--- src/rtl/neu_pkg.sv ---
// neu_pkg: shared constants and helpers for the grid-node cost relaxer.
// Compass codes, step costs and index-to-direction mapping.
package neu_pkg;

  localparam logic [1:0] PERP = 2'd2;
  localparam logic [1:0] DIAG = 2'd3;

  typedef enum logic [2:0] {
    DIR_N,
    DIR_NE,
    DIR_E,
    DIR_SE,
    DIR_S,
    DIR_SW,
    DIR_W,
    DIR_NW
  } dir_e;

  function automatic logic [2:0] compass(
    input int         conn,
    input logic [2:0] idx
  );
    return (conn == 8) ? idx : {idx[1:0], 1'b0};
  endfunction

  function automatic logic is_diag(
    input int         conn,
    input logic [2:0] idx
  );
    return (conn == 8) && idx[0];
  endfunction

endpackage

--- src/rtl/neu_v2_if.sv ---
// neu_v2_if: command, neighbour and result bundle of one grid node.
// master = controller side, slave = node side.
interface neu_v2_if #(
  parameter int COST_W   = 12,
  parameter int WEIGHT_W = 4,
  parameter int CONN     = 8
);

  logic                     clr;
  logic                     inv;
  logic                     ld;
  logic [WEIGHT_W-1:0]      ld_weight;
  logic                     en;
  logic [CONN*COST_W-1:0]   nbr_cost;
  logic                     path_mod;
  logic [COST_W-1:0]        path_cost;
  logic [2:0]               path_dir;
  logic                     stable;

  modport master (
    output clr, inv, ld, ld_weight, en, nbr_cost,
    input  path_mod, path_cost, path_dir, stable
  );

  modport slave (
    input  clr, inv, ld, ld_weight, en, nbr_cost,
    output path_mod, path_cost, path_dir, stable
  );

endinterface

--- src/rtl/neu_travel.sv ---
// neu_travel: neighbour select, travel cost and improvement compare.
// Purely combinational; the sum is kept wide so it can never wrap.
module neu_travel
  import neu_pkg::*;
#(
  parameter int COST_W   = 12,
  parameter int WEIGHT_W = 4,
  parameter int CONN     = 8
) (
  input  logic [CONN*COST_W-1:0] nbr_cost,
  input  logic [2:0]             idx,
  input  logic [WEIGHT_W-1:0]    weight,
  input  logic [COST_W-1:0]      cost,
  output logic                   improve,
  output logic [COST_W-1:0]      travel
);

  localparam int TW = COST_W + WEIGHT_W + 2;
  localparam logic [COST_W-1:0] MAX = '1;

  logic [COST_W-1:0] adj;
  logic [1:0]        step;
  logic [TW-1:0]     wide;
  logic              reject;

  // pick the neighbour addressed by idx
  always_comb begin
    adj = MAX;
    for (int i = 0; i < CONN; i++) begin
      if (idx == 3'(i)) adj = nbr_cost[i*COST_W +: COST_W];
    end
  end

  // travel sum, reject unreachable or saturating candidates, compare
  always_comb begin
    step    = is_diag(CONN, idx) ? DIAG : PERP;
    wide    = TW'(adj) + (TW'(weight) << 1) + TW'(step);
    reject  = (adj == MAX) || (wide >= TW'(MAX));
    improve = !reject && (wide < TW'(cost));
    travel  = wide[COST_W-1:0];
  end

endmodule

--- src/rtl/neu_v2.sv ---
// neu_v2: one grid node of a wavefront shortest-path relaxer.
// Sweeps its neighbours one per cycle, keeping the cheapest path.
module neu_v2
  import neu_pkg::*;
#(
  parameter int X        = 0,
  parameter int Y        = 0,
  parameter int COST_W   = 12,
  parameter int WEIGHT_W = 4,
  parameter int CONN     = 8
) (
  input logic      clk,
  input logic      rst_n,
  neu_v2_if.slave  bus
);

  localparam logic [COST_W-1:0]   MAX     = '1;
  localparam logic [WEIGHT_W-1:0] BLOCKED = '1;
  localparam logic [3:0]          FULL    = 4'(CONN);
  localparam logic [2:0]          LAST    = 3'(CONN - 1);

  if (X < 0 || Y < 0 || !(CONN == 4 || CONN == 8) ||
      COST_W < 8 || COST_W > 16) begin : g_bad_cfg
    $error("neu_v2 (%0d,%0d): illegal CONN/COST_W", X, Y);
  end

  logic [COST_W-1:0]   cost, cost_n;
  logic [2:0]          dir, dir_n;
  logic [WEIGHT_W-1:0] weight, weight_n;
  logic [2:0]          idx, idx_n;
  logic [3:0]          cnt, cnt_n;
  logic                stable, stable_n;

  logic                accessible;
  logic                do_clr, do_inv, do_ld, do_eval;
  logic                improve;
  logic [COST_W-1:0]   travel;

  neu_travel #(
    .COST_W   (COST_W),
    .WEIGHT_W (WEIGHT_W),
    .CONN     (CONN)
  ) u_travel (
    .nbr_cost (bus.nbr_cost),
    .idx      (idx),
    .weight   (weight),
    .cost     (cost),
    .improve  (improve),
    .travel   (travel)
  );

  // one-hot command decode in priority order clr > inv > ld > eval
  always_comb begin
    accessible = (weight != BLOCKED);
    do_clr     = bus.clr;
    do_inv     = bus.inv & ~bus.clr;
    do_ld      = bus.ld & ~bus.inv & ~bus.clr;
    do_eval    = bus.en & ~bus.ld & ~bus.inv & ~bus.clr & accessible;
  end

  // next-state for cost, direction, weight, index and stability count
  always_comb begin
    cost_n   = cost;
    dir_n    = dir;
    weight_n = weight;
    idx_n    = idx;
    cnt_n    = cnt;
    unique case (1'b1)
      do_clr: begin
        cost_n = '0;
        dir_n  = DIR_N;
        idx_n  = '0;
        cnt_n  = '0;
      end
      do_inv: begin
        cost_n = MAX;
        dir_n  = DIR_N;
        idx_n  = '0;
        cnt_n  = '0;
      end
      do_ld: begin
        weight_n = bus.ld_weight;
        cnt_n    = '0;
      end
      do_eval: begin
        idx_n = (idx == LAST) ? 3'd0 : idx + 3'd1;
        if (improve) begin
          cost_n = travel;
          dir_n  = compass(CONN, idx);
          cnt_n  = '0;
        end else if (cnt != FULL) begin
          cnt_n = cnt + 4'd1;
        end
      end
      default: ;
    endcase
    stable_n = (weight_n == BLOCKED) || (cnt_n == FULL);
  end

  // state registers; reset leaves the node blocked and unreachable
  always_ff @(posedge clk or negedge rst_n) begin
    if (!rst_n) begin
      cost   <= MAX;
      dir    <= DIR_N;
      weight <= BLOCKED;
      idx    <= '0;
      cnt    <= '0;
      stable <= 1'b1;
    end else begin
      cost   <= cost_n;
      dir    <= dir_n;
      weight <= weight_n;
      idx    <= idx_n;
      cnt    <= cnt_n;
      stable <= stable_n;
    end
  end

  assign bus.path_mod  = do_eval & improve;
  assign bus.path_cost = cost;
  assign bus.path_dir  = dir;
  assign bus.stable    = stable;

endmodule

--- src/flat_wrapper.sv ---
// flat-port wrapper written by rule: the top's interface ports become plain ports
module neu_v2_flat import neu_pkg::*;
#(
  parameter int X        = 0,
  parameter int Y        = 0,
  parameter int COST_W   = 12,
  parameter int WEIGHT_W = 4,
  parameter int CONN     = 8
)
  (clk, rst_n, bus_clr, bus_inv, bus_ld, bus_ld_weight, bus_en, bus_nbr_cost, bus_path_mod, bus_path_cost, bus_path_dir, bus_stable);
  neu_v2_if #(.COST_W(COST_W), .WEIGHT_W(WEIGHT_W), .CONN(CONN)) bus_i ();
  input logic clk;
  input logic rst_n;
  input wire logic [$bits(bus_i.clr)-1:0] bus_clr;
  input wire logic [$bits(bus_i.inv)-1:0] bus_inv;
  input wire logic [$bits(bus_i.ld)-1:0] bus_ld;
  input wire logic [$bits(bus_i.ld_weight)-1:0] bus_ld_weight;
  input wire logic [$bits(bus_i.en)-1:0] bus_en;
  input wire logic [$bits(bus_i.nbr_cost)-1:0] bus_nbr_cost;
  output wire logic [$bits(bus_i.path_mod)-1:0] bus_path_mod;
  output wire logic [$bits(bus_i.path_cost)-1:0] bus_path_cost;
  output wire logic [$bits(bus_i.path_dir)-1:0] bus_path_dir;
  output wire logic [$bits(bus_i.stable)-1:0] bus_stable;
  assign bus_i.clr = bus_clr;
  assign bus_i.inv = bus_inv;
  assign bus_i.ld = bus_ld;
  assign bus_i.ld_weight = bus_ld_weight;
  assign bus_i.en = bus_en;
  assign bus_i.nbr_cost = bus_nbr_cost;
  assign bus_path_mod = bus_i.path_mod;
  assign bus_path_cost = bus_i.path_cost;
  assign bus_path_dir = bus_i.path_dir;
  assign bus_stable = bus_i.stable;
  neu_v2 #(.X(X), .Y(Y), .COST_W(COST_W), .WEIGHT_W(WEIGHT_W), .CONN(CONN)) u_core (.clk(clk), .rst_n(rst_n), .bus(bus_i));
endmodule
--- config.mk ---
export PLATFORM = sky130hd
export DESIGN_NAME = neu_v2_flat
export DESIGN_NICKNAME = d
export VERILOG_FILES = /design/src/rtl/neu_pkg.sv /design/src/rtl/neu_v2_if.sv /design/src/rtl/neu_travel.sv /design/src/rtl/neu_v2.sv /design/src/flat_wrapper.sv
export SDC_FILE = /design/constraint.sdc
export NUM_CORES = 1
export LEC_CHECK = 0
export ABC_AREA = 1
export BUFFER_PORTS_ARGS = -buffer_cell sky130_fd_sc_hd__buf_2
export CAP_MARGIN = 0
export CORE_MARGIN = 4
export CORE_UTILIZATION = 35
export CTS_BUF_LIST = sky130_fd_sc_hd__clkbuf_8
export DETAILED_ROUTE_END_ITERATION = 12
export PLACE_DENSITY = 0.61
export SETUP_SLACK_MARGIN = 0.15
export SLEW_MARGIN = 40
export SYNTH_ARGS = -nofsm -noshare
export SYNTH_HDL_FRONTEND = slang
export SYNTH_SLANG_ARGS = --single-unit
--- constraint.sdc ---
create_clock -name clk -period 8.56 [get_ports clk]
set_input_delay 1.284 -clock clk [delete_from_list [all_inputs] [get_ports clk]]
set_output_delay 1.284 -clock clk [all_outputs]
set_load 0.05 [all_outputs]
==> results.toml, run 1 <==
[synthesis]
synth_edf_count = 0
avgSynthCellArea_sq_um = 6.45
synth_area_sq_mm = 0.00354
synth_nets = 685
async_reset_ff_share_pct = 100
ys.flop_type = "dfstp_2"
synth.yosys.seq_area_share_pct = 19.7
ys_types = 43
ys_ff_latch = 27
synthCells = 549
yosys_warnings = 0

[route]
drc = 0
routed_wl_mm = 9.90
vias = 3626
drt_pass1_iterations = 4
ant_nets = 0
vias_per_cell = 4.60
routedWlPerCell_um = 12.6
dr.first_iter.drc_count = 178

[sta]
worstMarginPinSlew_ns = 0.620
hold_viol_final = 0
rsz0062_at_grt = "false"
period_needed_ns = 7.10
drv_slew = 0
maxClockFrequency_mhz = 141
setup_viol = 0
setup_tns_ns = 0
finClkSkew_ns = 0.0152
maxSlewHeadroom_pct = 58.5
finalCritPeriodShare_pct = 82.9

[pwr]
power_density_mw_per_mm2 = 116
ir_worst_vdd_v = 0.0000862
leakage_nw = 2.41
p_total_mw = 0.487

[min_path]
min_from = "u_core.bus.path_dir[2]$_DFFE_PN0P_"
min_to = "u_core.bus.path_dir[2]$_DFFE_PN0P_"
whs_path_depth = 2
hp-class = "reg -> reg"

[global_route]
grt_antenna_before_repair = 0
grt_overflow = 0
grt.busiest_layer = "met2"
grt_pass1_vias = 3596
grt_pass1_wl_mm = 16.1
grt_max_degree = 29
grt_use_met3_pct = 1.91
grt.met2_usage_pct = 30.1
groute.usage.overall_pct = 16.8
grt_util_met1_pct = 21.8

[floorplanning]
rows = 36
die_y_um = 109
coreArea_sq_mm = 0.00982
initial_core_util_pct = 36.0
die_x_um = 109
die_area_sq_mm = 0.0118
ios = 123

[critical_path]
r2r_setup_slack_ns = 2.61
endpoint_kind = "output pin"
critical_path_class = "reg -> out"
timing.rr.start = "u_core.idx[2]$_DFFE_PN0P_"
cpPeakStageDelay_ns = 0.73
r2r-end = "u_core.bus.path_dir[1]$_DFFE_PN0P_"
cp-start-kind = "flip-flop"
crit_arrival_ns = 5.81
cp_max_fo = 22
crit_start = "u_core.idx[2]$_DFFE_PN0P_"
cp_slowest_cell = "dfrtp_1"
ff2ff_path_depth = 35
critPathRequiredTime_ns = 7.28

[final_layout]
multi_input_area_sq_mm = 0.00232
seqCellArea_sq_um = 697
nets = 793
fin_cells = 789
nFillCells = 1080
final_layout_size_suffix_gt1_share_pct = 32.5
layout-area-overhead-vs-synth_pct = 18.7
diodes = 0

[cts]
cts_tree = "yes"
path_clk_slew_ns = 0.09
hold_buffers = 0
clock_sinks = 27
clk_latency_ns = 0.28
post-cts-setup-buffers = 0
clk_path_buf_depth = 2
cts-root-buf = "clkbuf_8"
cts-resized-gates = 0
numCtsBuffers = 3
cts_max_level = 1

[placement]
dp_hpwl_mm = 8.29
routabilityCongestion = 0.876
dp.cells = 785
numPortBuffers = 122

[run_status]
status = "completed"

[run]
maxCapViolations = 0
[cells in the mapped netlist, types with 3 or more instances]
cell / instances / area share (%)
a21oi_1: 14 / 2.0
a31oi_1: 3 / 0.53
buf_2: 6 / 0.85
buf_6: 4 / 1.3
clkbuf_1: 4 / 0.42
dfrtp_1: 10 / 7.1
dfstp_2: 17 / 13
ha_1: 29 / 10
inv_1: 86 / 9.1
inv_2: 5 / 0.53
nand2_1: 158 / 17
nand2_2: 16 / 2.8
nand2_4: 5 / 1.6
nand3_1: 41 / 5.8
nand3_2: 9 / 2.5
nand3b_1: 9 / 1.9
nand4_1: 8 / 1.4
nor2_1: 56 / 5.9
nor2_4: 4 / 1.3
o21ai_0: 14 / 2.0
o21ai_2: 8 / 2.0
or2_2: 14 / 2.5
xor2_1: 4 / 0.99
[stage by stage]
step	utilization, %	hold WS (ns)	setup slack [ns]	cell area (sq um)
after floorplan	-	0.516	2.37	3540
after global placement	42.3	0.464	1.98	4160
after detailed placement	42.3	0.462	1.81	4160
after CTS	42.8	0.495	1.48	4200
after global routing	42.8	0.534	0.836	4200
final	42.8	0.490	1.46	4200
[cell usage in the layout (no fill, tap or decap), types with 3 or more instances in the layout]
cell type    n
nand2_4      5
o21ai_0     14
nand3b_1     9
o21ai_2      8
inv_1       87
a31oi_1      3
clkbuf_8     3
nor2_1      56
nand2_1    158
dfrtp_1     10
buf_2      122
nand3_1     41
nand4_1      8
nand2_2     16
inv_2        5
a21oi_1     14
or2_2       14
dfstp_2     17
xor2_1       4
nand3_2      9
ha_1        29
nor2_4       4
[where the power goes]
| part | internal, mW | leakage (nW) | switching (mW) |
|---|---|---|---|
| logic | 0.100 | 2.07 | 0.158 |
| clock network | 0.0323 | 0.0269 | 0.0430 |
| registers | 0.145 | 0.317 | 0.00855 |
[worst max path at each step]
stage,slack [ns],end,depth (start not counted)
finish,1.46,bus_path_mod,33
global route,0.84,bus_path_mod,35
CTS,1.48,bus_path_mod,33
detailed placement,1.81,bus_path_mod,33
global placement,1.98,bus_path_mod,33
floorplan,2.37,bus_path_mod,31
[logic make-up after synthesis]
kind of cell / share of synthesized area, %
adder cells (fa/ha/maj): 10.8
buffers and inverters: 14.7
multiplexers: 0.919
AO/OA/AOI/OAI: 8.66
XOR/XNOR: 1.49
flip-flops: 19.7
AND/OR/NAND/NOR: 43.7
[registers in the layout, summed over array words and instances (netlist names)]
register	count
u_core.bus.path_cost	12
u_core.bus.path_dir	3
u_core.bus.stable	1
u_core.cnt	4
u_core.idx	3
u_core.weight	4
[critical path: cells and delay by family, from the launching register on]
kind / cells / cell delay [ns]
AOI/OAI and AO/OA: 7 / 1.22
buffers and inverters: 9 / 1.14
and+or+nand+nor: 12 / 1.11
adders and majority gates: 5 / 1.36
DFF: 1 / 0.73
[final cells by class]
type | instances | share of cell area, %
multi-input combinational | 410 | 55.3
sequential | 27 | 16.6
timing repair buffer | 122 | 14.5
inverter | 93 | 8.55
tap | 133 | 3.96
clock buffer | 3 | 0.983
clock inverter | 1 | 0.0894
[metal layers]
layer | up-vias | share of wire, % | wire, um
met3 | 11 | 5.5 | 544
met2 | 88 | 48 | 4740
met1 | 1606 | 45 | 4500
met4 | 0 | 1.2 | 116
met5 | - | 0 | 0
li1 | 1921 | - | -
Note: power is estimated with default switching activity, not from simulation.
==> run 2: changes to the inputs <==
--- a/config.mk
+++ b/config.mk
@@ -12,7 +12,7 @@
 export CORE_UTILIZATION = 35
 export CTS_BUF_LIST = sky130_fd_sc_hd__clkbuf_8
 export DETAILED_ROUTE_END_ITERATION = 12
-export PLACE_DENSITY = 0.61
+export PLACE_DENSITY = 0.64
 export SETUP_SLACK_MARGIN = 0.15
 export SLEW_MARGIN = 40
 export SYNTH_ARGS = -nofsm -noshare
==> constraint.sdc (replaced) <==
create_clock -name clk -period 6.2 [get_ports clk]
set_input_delay 0.93 -clock clk [delete_from_list [all_inputs] [get_ports clk]]
set_output_delay 0.93 -clock clk [all_outputs]
set_load 0.05 [all_outputs]
==> results.toml, run 2 (same netlist as run 1, synthesis figures left out) <==
[sta]
maxSlewHeadroom_pct = 59.1
worstMarginPinSlew_ns = 0.614
setup_viol = 0
finClkSkew_ns = 0.00316
hold_ws_ns = 0.502
period_needed_ns = 5.77
finalCritPeriodShare_pct = 93.1
drv_slew = 0
rsz0062_at_grt = "false"
hold_viol_final = 0
setup_slack_ns = 0.426
maxClockFrequency_mhz = 173
setup_tns_ns = 0

[final_layout]
final_layout_size_suffix_gt1_share_pct = 39.2
finalInstanceArea_sq_mm = 0.00456
final_cell_mix = "nand2_1, buf_2, inv_1, nor2_1, nand3_1"
layout_commonest_cell = "nand2_1"
nets = 818
largest_reg_flops = 12
layout-area-overhead-vs-synth_pct = 28.9

[global_route]
grt.busiest_layer = "met2"
grt_util_met1_pct = 22.4
groute.usage.overall_pct = 17.9
grt_pass1_vias = 3778
grt_max_degree = 29
grt.met2_usage_pct = 33.2
grt_use_met3_pct = 1.97
grt_antenna_before_repair = 1
grt_pass1_wl_mm = 17.1
grt_overflow = 0

[critical_path]
cpMostUsedCell = "nand2_1"
crit_arrival_ns = 4.84
critical_path_class = "reg -> out"
cpPeakStageDelay_ns = 0.44
cp-start-kind = "flip-flop"
ff2ff_path_depth = 32
endpoint_kind = "output pin"
timing.rr.start = "u_core.idx[1]$_DFFE_PN0P_"
cp_max_fo = 5
r2r_setup_slack_ns = 1.00
cp_slowest_cell = "dfrtp_2"
critPathRequiredTime_ns = 5.27
r2r-end = "u_core.bus.path_dir[1]$_DFFE_PN0P_"

[cts]
numCtsBuffers = 3
clk_latency_ns = 0.27
cts-root-buf = "clkbuf_8"
cts_tree = "yes"
clock_sinks = 27
path_clk_slew_ns = 0.09
cts_max_level = 1
clk_path_buf_depth = 2
hold_buffers = 0

[placement]
routabilityCongestion = 0.941
preCtsSetupSlack_ns = 0.0974
place_area_sq_mm = 0.00422
dp_hpwl_mm = 8.61
numPortBuffers = 122

[route]
drt_pass1_iterations = 4
vias_per_cell = 4.71
routed_wl_mm = 10.7
drc = 0
ant_nets = 0
vias = 3838
dr.first_iter.drc_count = 168
routedWlPerCell_um = 13.2

[floorplanning]
ios = 123
die_y_um = 109
rows = 36
initial_core_util_pct = 36.0
coreArea_sq_mm = 0.00982
die_x_um = 109
die_area_sq_mm = 0.0118

[run_status]
status = "completed"

[run]
maxCapViolations = 0

[pwr]
leakage_nw = 2.52
power_density_mw_per_mm2 = 157
ir_worst_vdd_v = 0.0000913

[min_path]
min_from = "u_core.bus.path_dir[1]$_DFFE_PN0P_"
whs_path_depth = 2
min_to = "u_core.bus.path_dir[1]$_DFFE_PN0P_"
hp-class = "reg -> reg"
[run 2: power breakdown]
group | total [mW] | switching (mW) | leakage (nW) | internal [mW]
Combinational | 0.403 | 0.236 | 2.18 | 0.167
Clock | 0.100 | 0.0557 | 0.0269 | 0.0445
Sequential | 0.211 | 0.0109 | 0.312 | 0.200
[run 2: layout make-up]
| cell class | instances | area, sq um |
|---|---|---|
| antenna | 1 | 2.50 |
| tap | 133 | 166 |
| fill | 1050 | 5260 |
| timing repair buffer | 146 | 805 |
| clock inverter | 1 | 3.75 |
| timing repair inverter | 1 | 5.00 |
| multi-input combinational | 410 | 2470 |
| inverter | 93 | 368 |
| clock buffer | 3 | 41.3 |
| sequential | 27 | 701 |
[run 2: layer usage]
metal  wire length (um)  up-vias
li1                   -     1969
met4                161        0
met1               4490     1757
met2               5430       98
met5                  0        -
met3                644       14
[run 2: worst max path at each step]
| stage | start | to | slack (ns) | cells past startpoint |
|---|---|---|---|---|
| floorplan | u_core.idx[0]$_DFFE_PN0P_ | bus_path_mod | 0.55 | 33 |
| detailed placement | u_core.idx[1]$_DFFE_PN0P_ | bus_path_mod | 0.1 | 30 |
| global route | u_core.idx[1]$_DFFE_PN0P_ | bus_path_mod | 0.11 | 33 |
| CTS | u_core.idx[0]$_DFFE_PN0P_ | bus_path_mod | 0.17 | 35 |
| finish | u_core.idx[1]$_DFFE_PN0P_ | bus_path_mod | 0.43 | 29 |
| global placement | u_core.idx[1]$_DFFE_PN0P_ | bus_path_mod | 0.27 | 30 |
[run 2: critical path: cells and delay by family (launching register included)]
kind	cells	cell delay, ns
fa+ha+maj	5	1.37
simple gates	13	1.17
compound gates	6	0.88
buf+inv	4	0.52
flops	1	0.44
xor+xnor	1	0.18
[run 2: per-stage QoR]
stage                     util [%]  power, mW  std cells
after detailed placement      42.9      0.572        793
after floorplan                  -      0.470        549
after CTS                     44.8      0.682        807
after global placement        42.9      0.566        793
final                         46.5      0.714        815
after global routing          46.5      0.779        815
[run 2: timing repair]
action                                  in CTS  in global routing
resized for setup                           19                 23
gates cloned                                 1                  0
buffers inserted                             9                  7
endpoints found under the setup margin       1                  1
pin swaps                                    1                  7
